==> src/rtl/counter_scrub_ctrl.sv <==
// Scrub controller for a Hamming(12,8)-protected counter register: pauses counting,
// checks the stored codeword, writes back single-bit corrections and latches on uncorrectable words.
//
// state      | meaning
// -----------+------------------------------------------------------------
// ST_IDLE    | counter stopped, waiting for run_req or scrub_now
// ST_RUN     | counter enabled, scrub timer advancing
// ST_CHECK   | counter paused one cycle, codeword and syndrome captured
// ST_CORRECT | one-cycle write-back of the corrected codeword
// ST_FATAL   | uncorrectable syndrome seen, held until clear_fatal
module counter_scrub_ctrl #(
   parameter int unsigned SCRUB_PERIOD = 16
) (
   input  logic        clk,
   input  logic        reset,
   input  logic        run_req,
   input  logic        scrub_now,
   input  logic        clear_fatal,
   input  logic [11:0] codeword_in,
   output logic        cnt_enable,
   output logic        wr_en,
   output logic [11:0] wr_data,
   output logic        err_pulse,
   output logic        fatal,
   output logic [7:0]  corr_count
);

   typedef enum logic [2:0] {
      ST_IDLE,
      ST_RUN,
      ST_CHECK,
      ST_CORRECT,
      ST_FATAL
   } state_t;

   localparam logic [7:0] TIMER_LAST = 8'(SCRUB_PERIOD - 1);

   state_t      state, state_nxt;
   logic [7:0]  timer, timer_nxt;
   logic [11:0] cap_word;
   logic [3:0]  cap_syn;
   logic [3:0]  syn_in;

   // Syndrome bit i collects every codeword position whose 1-based index has bit i set.
   always_comb begin
      syn_in = '0;
      for (int k = 0; k < 12; k++) begin
         for (int i = 0; i < 4; i++) begin
            if (((k + 1) & (1 << i)) != 0) begin
               syn_in[i] = syn_in[i] ^ codeword_in[k];
            end
         end
      end
   end

   always_ff @(posedge clk) begin
      if (reset) begin
         state      <= ST_IDLE;
         timer      <= '0;
         cap_word   <= '0;
         cap_syn    <= '0;
         corr_count <= '0;
      end else begin
         state <= state_nxt;
         timer <= timer_nxt;
         if (state == ST_CHECK) begin
            cap_word <= codeword_in;
            cap_syn  <= syn_in;
         end
         // Counted on entry to CORRECT so the new value is visible alongside the write-back.
         if (state == ST_CHECK && state_nxt == ST_CORRECT && corr_count != 8'hFF) begin
            corr_count <= corr_count + 8'd1;
         end
      end
   end

   always_comb begin
      state_nxt = state;
      timer_nxt = timer;
      case (state)
         ST_IDLE: begin
            if (scrub_now) begin
               state_nxt = ST_CHECK;
               timer_nxt = '0;
            end else if (run_req) begin
               state_nxt = ST_RUN;
            end
         end
         ST_RUN: begin
            if (timer == TIMER_LAST || scrub_now) begin
               state_nxt = ST_CHECK;
               timer_nxt = '0;
            end else begin
               timer_nxt = timer + 8'd1;
               if (!run_req) begin
                  state_nxt = ST_IDLE;
               end
            end
         end
         ST_CHECK: begin
            if (syn_in == 4'd0) begin
               state_nxt = run_req ? ST_RUN : ST_IDLE;
            end else if (syn_in <= 4'd12) begin
               state_nxt = ST_CORRECT;
            end else begin
               state_nxt = ST_FATAL;
            end
         end
         ST_CORRECT: state_nxt = run_req ? ST_RUN : ST_IDLE;
         ST_FATAL: begin
            if (clear_fatal) begin
               state_nxt = ST_IDLE;
            end
         end
         default: state_nxt = ST_IDLE;
      endcase
   end

   always_comb begin
      cnt_enable = (state == ST_RUN);
      wr_en      = (state == ST_CORRECT);
      err_pulse  = (state == ST_CORRECT);
      fatal      = (state == ST_FATAL);
      wr_data    = '0;
      if (state == ST_CORRECT) begin
         for (int k = 0; k < 12; k++) begin
            wr_data[k] = cap_word[k] ^ (cap_syn == 4'(k + 1));
         end
      end
   end

endmodule

==> config.mk <==
export PLATFORM = sky130hd
export DESIGN_NAME = counter_scrub_ctrl
export DESIGN_NICKNAME = d
export VERILOG_FILES = /design/src/rtl/counter_scrub_ctrl.sv
export SDC_FILE = /design/constraint.sdc
export NUM_CORES = 1
export LEC_CHECK = 0
export CORE_UTILIZATION = 55
export DETAILED_ROUTE_END_ITERATION = 10
export PLACE_DENSITY_LB_ADDON = 0.25
export SLEW_MARGIN = 20
export SYNTH_ARGS = -nofsm -noshare
export SYNTH_HDL_FRONTEND = slang
export SYNTH_SLANG_ARGS = --single-unit
==> constraint.sdc <==
create_clock -name clk -period 4.4 [get_ports clk]
set_input_delay 1.1 -clock clk [delete_from_list [all_inputs] [get_ports clk]]
set_output_delay 1.1 -clock clk [all_outputs]
set_load 0.02 [all_outputs]
# After elaboration in Yosys (flattened, before gate mapping)
# Cells that the tools add are included.
[op_classes] n_eq_ne=20 addsub=2 n_mux=13 magnitude_cmp=1 reduce_logical=7 bitwise=30
[ops] operator="1-bit XOR" n=30
[ops] operator="3-bit two-way mux" n=7
[ops] operator="4-bit == test, second input constant" n=5
[ops] operator="8-bit by 1-bit adder with 8-bit output, second input constant" n=2
[ops] operator="4-bit by 3-bit == test with 1-bit output, second input constant" n=4
[ops] operator="8-bit two-way mux" n=2
[ops] operator="8-bit case mux with 2 select lines" n=1
[ops] operator="3-bit case mux with 5 select lines" n=1
[ops] operator="12-bit two-way mux" n=1
[ops] operator="3-bit by 2-bit == test with 1-bit output, second input constant" n=3
[ops] operator="4-bit by 2-bit == test with 1-bit output, second input constant" n=2
[ops] operator="8-bit by 4-bit == test with 1-bit output, second input constant" n=1
[ops] operator="8-bit != test, second input constant" n=1
[ops] operator="4-bit by 1-bit == test with 1-bit output, second input constant" n=1
[ops] operator="4-bit <= comparator, second input constant" n=1
[ops] operator="4-bit logical NOT" n=1
[ops] operator="3-bit by 1-bit == test with 1-bit output, second input constant" n=1
[ops] operator="3-bit == test, second input constant" n=1
[ops] operator="3-bit logical NOT" n=1
[ops] operator="1-bit logical AND" n=2
[ops] operator="2-bit != test, second input constant" n=1
[ops] operator="2-bit AND reduction" n=1
[ops] operator="2-bit nonzero test" n=1
[ops] operator="1-bit logical OR" n=1
[ops] operator="1-bit two-way mux" n=1
[totals] inputBits=17 out_inout_bits=24 wordCells=78 register_bits=35

# Longest topological paths before layout
[logic_depth] word_depth=12 depth_mapped=7 depth_no_buf=6

# Worst setup path after synthesis
# OpenSTA, ideal clock, no wires.
[synth_path] path_type="input -> register" startpoint="in codeword_in[2]" endpoint="reg corr_count[0]" path_stages=5 setup_time_ps=123 slack_ps=1578 t_arrival_ps=2698 required_time_ps=4277 n_path_buf=0 path_cell_list="xnor3_2 -> xnor2_1 -> o41ai_2 -> nor3b_2 -> mux2_1"
[synth_via] elab_chain_cells=12 elab_cells_between_ends=18 classes_between="order compare: 1; eq/ne: 1; mux: 3; bitwise: 10; reduce/logical: 3"
[synth_rtl] element="start, declared" line_no="19" source="input logic [11:0] codeword_in,"
[synth_rtl] element="1-bit XOR (5 in a row)" line_no="50" source="syn_in[i] = syn_in[i] ^ codeword_in[k];"
[synth_rtl] element="4-bit <= comparator" line_no="103" source="end else if (syn_in <= 4'd12) begin"
[synth_rtl] element="3-bit two-way mux" line_no="103"
[synth_rtl] element="3-bit two-way mux (*)" line_no="101" source="if (syn_in == 4'd0) begin"
[synth_rtl] element="3-bit case mux with 5 select lines (*)" line_no="80" source="case (state)"
[synth_rtl] element="3-bit by 2-bit == test with 1-bit output (*)" line_no="71" source="if (state == ST_CHECK && state_nxt == ST_CORRECT && corr_count != 8'hFF) begin"
[synth_rtl] element="1-bit logical AND (*) (2 in a row)" line_no="71"
[synth_rtl] element="end signal, assigned" line_no="72" source="corr_count <= corr_count + 8'd1;"
[synth_rtl] element="end, declared" line_no="25" source="output logic [7:0] corr_count"
# Every way passes the cells marked *; elsewhere a longest branch is shown, timed or not.
# A chain may end at the register's enable or synchronous reset.

# Worst setup path in the final report
[layout_path] startpoint="in codeword_in[2]" endpoint="reg corr_count[5]"
# The elaborated chain is that of the path after synthesis.

==> metrics <==
initial core utilization about three fifths; Gate Count Post-Synth approximately 250; Post-Route WL approximately 4.5 mm; Netlist cell types 50; post-route ant nets 0; Pleak ~0.0009 µW; number of synthesized flops with an enable pin 0; clock power share about 36%; global placer's final weighted congestion around 0.8; # Max-Cap Violations 0; FILL cells 271; area of the multi-input gates 1270 µm²; Die Ht about 63 µm; Mapped Area approximately 2100 µm²; synthesis-stage register bit count 35; first-pass GRT wire length around 7.5 mm; io pins a little over 40; RSZ-0062 raised after global routing false; Syn Nets approximately 270; Startpoint Class input pin; Final Setup Violations 0; Worst-Margin Slew just over 700 ps; Slew Limit Headroom 51.5%; P_int roughly 600 µW; CTS tree done; TritonCTS buffer count 5; GRT Total Usage between 20 and 25%; Vias/cell around 5.7; syn avg cell area ~8 µm²; hold buffer count at CTS 0; final period utilization between 70 and 80%; predominant post-synthesis flop cell dfxtp_1; post-detail-place hpwl around 3.2 mm; CP max stage delay ~530 ps; PwrDens 325 nW/µm²; n_diodes 0; P_sw approximately 240 µW; Register Area ~700 µm²; worst-path fanout max 17; Post-synth ARST share 0%; 1st-iter DRT viols 67; clk slew on worst S/H paths 70 ps; HP Class reg2reg; nets a little over 300; Core Area 3440 µm²; final hold viol count 0; die width around 63 µm; first drt pass iteration count 4; Syn. warnings 0; WL/cell 13.3 µm; Switching Fraction between 20 and 30%; Hold WS ~470 ps; CTS root buf clkbuf_8; Core Rows 21; crit path cell chain clkdlybuf4s50_1 -> xnor3_2 -> xnor2_1 -> o211a_1 -> or4_1 -> a21oi_1; setup TNS 0 ps; # H-tree levels 2; Max stage delay cell, worst path or4_1; IO Port Bufs 40; Reg power frac 42.3%; crit path kind in2reg; clk_lat worst skew 290 ps; worst endpoint data arrival time ~3400 ps; largest net degree at the start of global routing 22; Layout area overhead 26.0%; worst clock skew around 6.3 ps; layout cells sized above 1 about 5.8%; VDD IR max around 0.00025 V; Seq/Total Area, Yosys roughly 34%; Gate power share 21.8%; DIE AREA about 4000 µm²; DR vias ~1.9k; CTS Buffer Depth 2; Final Power about 840 µW; DR DRC count 0; Tmin final 3230 ps; total grt overflow 0; fin. max-slew vios 0; initial antenna violation count 0; Sink Count 35; Fmax roughly 0.31 GHz; post_cts resized 0; status completed; Setup Buffers After CTS 0; crit path capture type flop; CP required 4610 ps; number of global-route vias before repair ~1.7k
## metrics by stage
| stage | utilization, % | cell area, µm² | instances | setup slack, ps |
|---|---|---|---|---|
| finish | 75.1 | 2580 | 337 | 1170 |
| global route | 75.1 | 2580 | 337 | 1020 |
| CTS | 75.1 | 2580 | 337 | 1170 |
| detailed placement | 71.6 | 2470 | 329 | 859 |
| global placement | 71.6 | 2470 | 329 | 1010 |
| floorplan | - | 2050 | 254 | 1580 |
## cell usage in the layout, fill, tap and decap left out, types with 2 or more instances in the layout
cell type,netlist,routed
or4_1,4,4
nor3b_1,3,3
nand2b_1,8,8
or3_1,6,6
nand4_1,4,4
o31ai_1,5,5
nand3b_1,4,4
xnor3_1,2,2
and3_1,3,3
a211oi_1,2,2
nor4_1,3,3
dfxtp_1,35,35
nor3_1,8,8
nand2_1,37,37
inv_1,4,4
xor2_1,5,5
buf_4,1,3
nand3_1,3,3
nor3b_2,2,2
xnor2_1,10,10
nor2b_1,2,2
clkbuf_8,0,6
nor2_1,23,23
o21ai_0,12,12
a21oi_1,30,30
clkdlybuf4s50_1,0,40
ha_1,2,2
xor3_1,2,2
a31oi_1,2,2
## synth_stat cells, types with 4 or more instances
cell type / number / area share (%)
nor3_1: 8 / 2.0
xor2_1: 5 / 2.1
nand2_1: 37 / 6.8
o31ai_1: 5 / 1.8
clkbuf_1: 9 / 1.6
nand2b_1: 8 / 2.4
or4_1: 4 / 1.5
or3_1: 6 / 1.8
nand3b_1: 4 / 1.5
inv_1: 4 / 0.73
xnor2_1: 10 / 4.3
dfxtp_1: 35 / 34
o21ai_0: 12 / 2.9
a21oi_1: 30 / 7.3
nor2_1: 23 / 4.2
nand4_1: 4 / 1.2
## final timing paths
path	startpoint	to	slack [ps]	depth (start not counted)
setup / recovery	codeword_in[2]	corr_count[5]$_SDFFE_PP0P_	1170	6
hold reg to reg	cap_word[1]$_SDFFE_PP0P_	cap_word[1]$_SDFFE_PP0P_	470	2
hold / removal	cap_word[1]$_SDFFE_PP0P_	cap_word[1]$_SDFFE_PP0P_	470	2
setup reg to reg	state[1]$_SDFF_PP0_	corr_count[5]$_SDFFE_PP0P_	2410	6
## final cells by class
| cell class | instances | share of cell area [%] |
|---|---|---|
| sequential | 35 | 27.1 |
| tap | 46 | 2.23 |
| inverter | 4 | 0.581 |
| multi-input combinational | 201 | 49.2 |
| clock inverter | 2 | 1.36 |
| timing repair buffer | 43 | 16.4 |
| clock buffer | 6 | 3.20 |
## power by group through the flow
| stage | clock network [µW] | logic (µW) | registers (µW) |
|---|---|---|---|
| floorplan | 0 | 136 | 355 |
| global placement | 0 | 178 | 361 |
| detailed placement | 0 | 183 | 361 |
| CTS | 307 | 184 | 354 |
| global route | 321 | 202 | 357 |
| finish | 301 | 183 | 355 |
## layer usage
| layer | track usage [%] | vias to the layer above | wire length [µm] |
|---|---|---|---|
| met1 | 29.1 | 883 | 2010 |
| met2 | 41.0 | 62 | 2140 |
| li1 | - | 976 | - |
| met3 | 4.71 | 8 | 231 |
| met4 | 10.8 | 0 | 87 |
| met5 | 0 | - | 0 |
## worst max-delay path, delay by kind of cell
kind | cells | cell delay, ps
buf+inv | 1 | 510
compound gates | 2 | 590
simple gates | 1 | 530
xor+xnor | 2 | 700
## flip-flops by register name (all words and copies together), names as in the netlist
register and count:
corr_count 8, timer 8, state 3, cap_word 12, cap_syn 4
## logic make-up after synthesis
logic type      Yosys count  synth area share (%)
flops                    35                  34.2
simple gates            114                  28.6
fa+ha+maj                 2                  1.22
mux                       2                  1.04
xor+xnor                 20                  12.1
compound gates           63                  19.0
buf+inv                  18                  3.90
No activity file was read; power rests on OpenSTA's default activity.
